<file path="src/rtl/ddr_pkg.sv">
// Shared types and helpers for the DDR request arbiter.
package ddr_pkg;

    localparam int unsigned BURST_LEN_WIDTH = 8;
    localparam int unsigned MAX_PORTS       = 8;
    localparam int unsigned MAX_IDX_WIDTH   = 3;

    typedef enum logic {
        IDLE  = 1'b0,
        GRANT = 1'b1
    } arb_state_e;

    // Cyclic first-one search starting at ptr over the lowest num_ports bits of req.
    // The wrap is an explicit subtract, so indices >= num_ports are never produced.
    function automatic int unsigned rr_select(
        input logic [MAX_PORTS-1:0]     req,
        input logic [MAX_IDX_WIDTH-1:0] ptr,
        input int unsigned              num_ports
    );
        int unsigned idx;
        int unsigned cand;
        logic        found;
        idx   = 0;
        found = 1'b0;
        for (int unsigned i = 0; i < MAX_PORTS; i++) begin
            if (i < num_ports) begin
                cand = 32'(ptr) + i;
                if (cand >= num_ports) begin
                    cand = cand - num_ports;
                end
                if (!found && req[MAX_IDX_WIDTH'(cand)]) begin
                    idx   = cand;
                    found = 1'b1;
                end
            end
        end
        return idx;
    endfunction

endpackage

</file>
<file path="src/rtl/rr_priority_encoder.sv">
// Combinational round-robin search: first requesting port at or after ptr, wrapping.
module rr_priority_encoder
    import ddr_pkg::*;
#(
    parameter int unsigned NUM_PORTS = 4,
    localparam int unsigned IDX_W    = $clog2(NUM_PORTS)
) (
    input  logic [NUM_PORTS-1:0] req,
    input  logic [IDX_W-1:0]     ptr,
    output logic [IDX_W-1:0]     idx_c,
    output logic                 any_c
);

    logic [MAX_PORTS-1:0]     req_wide;
    logic [MAX_IDX_WIDTH-1:0] ptr_wide;

    // Widen to the package search width and pick the winner
    always_comb begin
        req_wide                = '0;
        req_wide[NUM_PORTS-1:0] = req;
        ptr_wide                = MAX_IDX_WIDTH'(ptr);
        idx_c                   = IDX_W'(rr_select(req_wide, ptr_wide, NUM_PORTS));
        any_c                   = |req;
    end

endmodule

</file>
<file path="src/rtl/ddr_request_arbiter.sv">
// Round-robin arbiter sharing one burst DDR port; grant held from arbitration to burstDone.
module ddr_request_arbiter
    import ddr_pkg::*;
#(
    parameter int unsigned NUM_PORTS  = 4,
    parameter int unsigned ADDR_WIDTH = 32,
    parameter int unsigned DATA_WIDTH = 64,
    localparam int unsigned MASK_WIDTH = DATA_WIDTH / 8,
    localparam int unsigned IDX_W      = $clog2(NUM_PORTS)
) (
    input  logic                                 clock,
    input  logic                                 reset,
    // requester side
    input  logic [NUM_PORTS-1:0]                 in_rd,
    input  logic [NUM_PORTS-1:0]                 in_wr,
    input  logic [NUM_PORTS*ADDR_WIDTH-1:0]      in_addr,
    input  logic [NUM_PORTS*MASK_WIDTH-1:0]      in_mask,
    input  logic [NUM_PORTS*DATA_WIDTH-1:0]      in_din,
    input  logic [NUM_PORTS*BURST_LEN_WIDTH-1:0] in_burstLength,
    output logic [DATA_WIDTH-1:0]                in_dout,
    output logic [NUM_PORTS-1:0]                 in_wait_n,
    output logic [NUM_PORTS-1:0]                 in_valid,
    output logic [NUM_PORTS-1:0]                 in_burstDone,
    // adapter side
    output logic                                 out_rd,
    output logic                                 out_wr,
    output logic [ADDR_WIDTH-1:0]                out_addr,
    output logic [MASK_WIDTH-1:0]                out_mask,
    output logic [DATA_WIDTH-1:0]                out_din,
    output logic [BURST_LEN_WIDTH-1:0]           out_burstLength,
    input  logic [DATA_WIDTH-1:0]                out_dout,
    input  logic                                 out_wait_n,
    input  logic                                 out_valid,
    input  logic                                 out_burstDone,
    output logic                                 busy
);

    arb_state_e           state_q, state_d;
    logic [IDX_W-1:0]     owner_q, owner_d;
    logic [IDX_W-1:0]     rr_ptr_q, rr_ptr_d;
    logic [NUM_PORTS-1:0] req;
    logic [IDX_W-1:0]     winner_idx_c;
    logic                 req_any_c;
    logic                 granted;
    logic [IDX_W-1:0]     sel;

    assign req = in_rd | in_wr;

    rr_priority_encoder #(
        .NUM_PORTS (NUM_PORTS)
    ) u_rr_priority_encoder (
        .req   (req),
        .ptr   (rr_ptr_q),
        .idx_c (winner_idx_c),
        .any_c (req_any_c)
    );

    // State, owner and round-robin pointer registers
    always_ff @(posedge clock) begin
        if (reset) begin
            state_q  <= IDLE;
            owner_q  <= '0;
            rr_ptr_q <= '0;
        end else begin
            state_q  <= state_d;
            owner_q  <= owner_d;
            rr_ptr_q <= rr_ptr_d;
        end
    end

    // Arbitrate in IDLE; release only on the adapter's end-of-burst pulse
    always_comb begin
        state_d  = state_q;
        owner_d  = owner_q;
        rr_ptr_d = rr_ptr_q;
        case (state_q)
            IDLE: begin
                if (req_any_c) begin
                    owner_d = winner_idx_c;
                    state_d = GRANT;
                end
            end
            GRANT: begin
                if (out_burstDone) begin
                    state_d  = IDLE;
                    rr_ptr_d = (owner_q == IDX_W'(NUM_PORTS - 1)) ? '0 : IDX_W'(owner_q + 1'b1);
                end
            end
            default: begin
                state_d = IDLE;
            end
        endcase
    end

    // Route the owner's request downstream and the adapter's handshakes back to the owner only
    always_comb begin
        granted         = (state_q == GRANT);
        sel             = granted ? owner_q : '0;
        out_rd          = granted & in_rd[sel];
        out_wr          = granted & in_wr[sel];
        out_addr        = in_addr[sel*ADDR_WIDTH +: ADDR_WIDTH];
        out_mask        = in_mask[sel*MASK_WIDTH +: MASK_WIDTH];
        out_din         = in_din[sel*DATA_WIDTH +: DATA_WIDTH];
        out_burstLength = in_burstLength[sel*BURST_LEN_WIDTH +: BURST_LEN_WIDTH];
        in_dout         = out_dout;
        in_wait_n       = '0;
        in_valid        = '0;
        in_burstDone    = '0;
        if (granted) begin
            in_wait_n[owner_q]    = out_wait_n;
            in_valid[owner_q]     = out_valid;
            in_burstDone[owner_q] = out_burstDone;
        end
        busy = granted;
    end

endmodule
</file>
<file path="config.mk">
export PLATFORM = sky130hd
export DESIGN_NAME = ddr_request_arbiter
export DESIGN_NICKNAME = d
export VERILOG_FILES = /design/src/rtl/ddr_pkg.sv /design/src/rtl/rr_priority_encoder.sv /design/src/rtl/ddr_request_arbiter.sv
export SDC_FILE = /design/constraint.sdc
export NUM_CORES = 1
export LEC_CHECK = 0
export ABC_AREA = 0
export BUFFER_PORTS_ARGS = -buffer_cell sky130_fd_sc_hd__buf_2
export CORE_AREA = 4 4 276 278
export CTS_BUF_LIST = sky130_fd_sc_hd__clkbuf_8
export CTS_CLUSTER_DIAMETER = 80
export DETAILED_ROUTE_END_ITERATION = 6
export DIE_AREA = 0 0 280 282
export SLEW_MARGIN = 20
export SYNTH_ARGS = -nofsm -noshare
export SYNTH_HDL_FRONTEND = slang
export SYNTH_SLANG_ARGS = --single-unit
</file>
<file path="constraint.sdc">
create_clock -name clock -period 4.2 [get_ports clock]
set_input_delay 0.21 -clock clock [delete_from_list [all_inputs] [get_ports clock]]
set_output_delay 0.21 -clock clock [all_outputs]
set_load 0.03 [all_outputs]
</file>
======== After elaboration in Yosys (flattened, before gate mapping) ========
Index checks and enable logic that the tools add are counted.
operators by class
  mux-type cells .......................... 33
  order comparisons ....................... 11
  multipliers ............................. 0
  shift-type cells ........................ 4
  bitwise operators ....................... 7
  divide/modulo/power cells ............... 0
  equal/unequal tests ..................... 1
  reduce and logical (&&, ||, !) cells .... 10
  $add $sub $neg .......................... 8
operators with widths
  cell                                                                                   count
  256-bit by 9-bit variable part select with 64-bit output                               1
  128-bit by 8-bit variable part select with 32-bit output                               1
  32-bit by 3-bit greater-or-equal comparator with 1-bit output (second input constant)  3
  32-bit by 6-bit variable part select with 8-bit output                                 2
  3-bit by 4-bit < comparator with 1-bit output (second input constant)                  4
  4-bit bitwise AND                                                                      3
  1-bit binary-select mux with 3-bit select                                              4
  1-bit two-way mux                                                                      12
  2-bit two-way mux                                                                      6
  3-bit two-way mux                                                                      4
  4-bit two-way mux                                                                      3
  3-bit subtractor (second input constant)                                               3
  2-bit by 2-bit adder with 3-bit output (second input constant)                         2
  2-bit by 3-bit < comparator with 1-bit output (second input constant)                  2
  1-bit binary-select mux with 2-bit select                                              2
  1-bit logical AND                                                                      4
  4-bit OR                                                                               1
  2-bit AND reduction                                                                    2
  4-bit OR reduction                                                                     1
  2-bit by 1-bit adder with 3-bit output (second input constant)                         1
  2-bit by 3-bit greater-or-equal comparator with 1-bit output (second input constant)   1
  1-bit logical NOT                                                                      3
  2-bit by 3-bit subtractor with 3-bit output (second input constant)                    1
  2-bit by 1-bit adder with 2-bit output (second input constant)                         1
  other kinds (6)                                                                        7
storage, ports and cells
  bits in latches ......................... 0
  word-level logic and storage cells ...... 77
  ROM bits ................................ 0
  register bits ........................... 5
  input port bits ......................... 525
  memories ................................ 0
  RAM bits ................................ 0
  output and inout bits ................... 191

======== Longest topological paths before layout ========
  depth in word-level cells ............... 14
  depth in mapped cells ................... 9
  depth with buffers taken out ............ 7

======== Modules after synthesis ========
Synthesis repeated with hierarchy kept, for this count alone.
unflattened totals
  cells, all modules ...................... 762
  area, all modules ....................... 4595.7 µm²
modules (own cells, without submodules)
  module               seq. area each (µm²)  cells an instance  instances  area each (µm²)
  ddr_request_arbiter  100.1                 749                1          4518.1
  rr_priority_encoder  0.0                   13                 1          77.6

======== Least setup slack after synthesis ========
OpenSTA, ideal clock, no wires.
  path kind ............................... register to output
  from .................................... register state_q (netlist: busy)
  to ...................................... output port out_addr[10]
  data required time ...................... 3.990 ns
  buffers on the path ..................... 3
  stages on the path, launching flop included .. 7
  slack ................................... 2.171 ns
  arrival ................................. 1.819 ns
  path through ............................ dfxtp_1 > and2_1 > clkbuf_1 > buf_2 > buf_2 > nand2_1 > a31oi_1
between the ends
  longest elaborated chain between the ends .. 2
RTL lines
  element                                                   RTL line                    RTL
  from (decl)                                               ddr_request_arbiter.sv:38   arb_state_e state_q, state_d;
  from (signal assigned)                                    ddr_request_arbiter.sv:65   state_q <= state_d;
  2-bit two-way mux                                         ddr_request_arbiter.sv:98   sel = granted ? owner_q : '0;
  128-bit by 8-bit variable part select with 32-bit output  ddr_request_arbiter.sv:101  out_addr = in_addr[sel*ADDR_WIDTH +: ADDR_WIDTH];
  to (decl)                                                 ddr_request_arbiter.sv:27   output logic [ADDR_WIDTH-1:0] out_addr,
No other way between the ends.

======== Worst setup path in the final report ========
  from .................................... register state_q (netlist: busy)
  to ...................................... output port out_din[37]
between the ends
  longest elaborated chain between the ends .. 2
RTL lines
  element                                                   RTL line                    RTL
  2-bit two-way mux                                         ddr_request_arbiter.sv:98
  256-bit by 9-bit variable part select with 64-bit output  ddr_request_arbiter.sv:103  out_din = in_din[sel*DATA_WIDTH +: DATA_WIDTH];
  to (decl)                                                 ddr_request_arbiter.sv:29   output logic [DATA_WIDTH-1:0] out_din,
No other way between the ends.

==> metrics.txt <==
run status finished, final reports clean; fraction of layout cells with a size suffix above 1 49.84%; initial antenna violation count 22; Die Footprint 78960 um2; vias in the first global route ~7400; Die Y 282 um; hold crit path type primary input to register; Clock power frac 6.7%; hold buffer count at CTS 0; largest net degree at the start of global routing 77; GRT overflow 0; Least-Margin Pin Slew between 900 and 1000 ps; Main synth FF type dfxtp_1; Seq/Total Area, Yosys 2.167%; Layout Nets 1805; root buffer cell clkbuf_8; clock buffer depth 2; Yosys Warn Count 0; Synth cell types 39; Power, Total between 1 and 1.5 mW; global-route wire length before repair ~55 mm; Total Routing Usage GR around a tenth; Reg-to-Reg Start rr_ptr_q[0]; Worst Hold End owner_q[0]; hold_ws approximately 230 ps; post-route ant nets 0; Placement Cell Area ~8200 um2; FMAX 0.3052 GHz; Max-cap violations 0; crit share post-route 78.01%; FF-to-FF setup slack about 1700 ps; Switch Pwr 768.1 uW; post-CTS sizing 0; Final Util 11.24%; Reg power frac 6.3%; fin. max-slew vios 0; Setup Viol. Count Final 0; cells after synthesis 798; DR pass1 iterations 5; worst r2r path cells 6; Syn Nets 1328; RR Endpoint owner_q[1]; Detailed Route Iter0 Violations about 470; Leak 3.886 nW; Comb pwr share around 87%; crit end category output pin; die width around 280 um; Initial Util 6.245%; Clock transition at path regs 40 ps; design area a little over 8000 um2; EDFF count, synth 0; critical path fanouts, max 76; drc violations 0; synthesized area per cell 5.787 um2; hold-critical path depth 2; RSZ-0062 raised after global routing false; worst skew pair latency between 200 and 250 ps; DPL Wire Length 37.01 mm; CTS HTree Levels 1; flops & latches, synth 5; Area Overhead vs Synth 79.92%; Crit Path Class register to output pin; Worst Path Required 3990 ps; setup bufs post-CTS 0; Peak VDD IR 0.09108 mV; asr flop ratio synth 0%; Buffers on Ports about 600; Core Rows 100; CTS sink count 5; Pint 509.3 uW; clk_skew 0.3968 ps; via count 7941; Final min period between 3000 and 4000 ps; Post-Route WL approximately 44 mm; TritonCTS clock tree done; DR WL/cell ~19 um; Net Sw Frac 60.13%; startpoint types register; CTS Buf Count 3; DR vias/cell 3.525; cell area power density about 150 nW/um2; relative slew slack roughly 37%; core area approximately 74000 um2; CP arrival 3070 ps; Syn Std Cell Area 4618 um2; setup_tns 0 ps; endpoints failing hold 0; I/O pins 716; GPL Wtd Cong 0.8238; Hold Startpoint reset
-- sequential cells by signal, indices dropped and copies added (netlist names) --
name / cells
rr_ptr_q: 2
owner_q: 2
busy: 1
-- cell type report --
| cell class | count | area (um2) |
|---|---|---|
| clock buffers | 3 | 41.29 |
| clock inverters | 1 | 3.754 |
| multi-input cells | 645 | 3712 |
| flip-flops and latches | 5 | 103.9 |
| well taps | 969 | 1212 |
| inverters | 4 | 17.52 |
| fillers | 8741 | 65640 |
| diodes | 10 | 25.02 |
| repair buffers | 616 | 3193 |
-- power by group through the flow --
stage	sequential, mW	combinational (mW)	clock (mW)
after CTS	0.0815	1.13	0.0886
after global placement	0.0820	1.13	0
after detailed placement	0.0823	1.12	0
final	0.0810	1.11	0.0861
after global routing	0.0844	1.19	0.0924
after floorplan	0.0566	0.720	0
-- cells by family after synthesis --
family / synth area share, %
AO/OA/AOI/OAI: 37.36
adder cells (fa/ha/maj): 1.355
buffers and inverters: 18.04
multiplexers: 2.195
flip-flops: 2.168
AND/OR/NAND/NOR: 38.88
-- cell usage after synthesis (2+ instances only) --
cell      count  area, um2
and2_1      115      719.4
clkbuf_1     53      198.9
a21oi_1       8      40.04
o21ai_1       2      10.01
mux4_1        3      78.83
a311oi_1      3      26.28
mux2_2        2      22.52
a31oi_1     114      713.2
nand3_1       2      10.01
nor2_1       10      37.54
buf_2        18      90.09
nand2_1     231      867.1
buf_6         2      22.52
a211oi_1    114      855.8
nor3_1        6      30.03
dfxtp_1       5      100.1
ha_1          5      62.56
buf_4        64      480.5
inv_1         3      11.26
buf_1         7      26.28
and3_1       12      75.07
nor4_1        2      12.51
-- worst max-delay path, stage by stage, from the launching register on --
cell     delay [ps]
dfxtp_1         910
nand2_4         390
buf_12          350
buf_4           320
a31oi_1         490
buf_2           330
-- worst max path at each step --
stage / end / slack, ps / cells after the start / startpoint
finish: out_din[37] / 920 / 5 / busy
global route: out_din[37] / 720 / 5 / busy
CTS: out_din[37] / 910 / 5 / busy
detailed placement: out_din[37] / 1160 / 5 / busy
global placement: out_mask[5] / 1060 / 5 / owner_q[0]
floorplan: out_addr[10] / 2170 / 6 / busy
-- cell usage in the layout (no fill, tap or decap), types with 2 or more instances in the layout --
master	synthesis	final
nor3_1	6	6
and2_1	115	114
nor4_1	2	2
buf_4	64	26
mux2_2	2	2
a21oi_1	8	8
dfxtp_1	5	4
buf_12	0	3
a211oi_2	0	2
nand2_4	0	2
a31oi_1	114	114
ha_1	5	5
a211oi_1	114	112
o21ai_1	2	2
clkbuf_8	0	3
and3_1	12	12
diode_2	0	10
mux4_1	3	3
nand3_1	2	2
a311oi_1	3	3
nand2_1	231	229
nor2_1	10	10
buf_2	18	587
inv_1	3	4
-- metrics by stage --
stage	setup slack [ps]	instances
floorplan	2171	798
global placement	1059	2239
detailed placement	1158	2239
CTS	914.2	2243
global route	715.8	2247
finish	923.7	2253
-- routing by layer --
metal  wire length [um]  vias to the layer above  GRT usage, %
li1                   -                     3774             -
met1              16960                     3550         11.18
met2              20130                      547         17.00
met3               5285                       58         4.331
met4               1102                       12         2.365
met5                 82                        -             0
No activity file was read; power rests on OpenSTA's default activity.
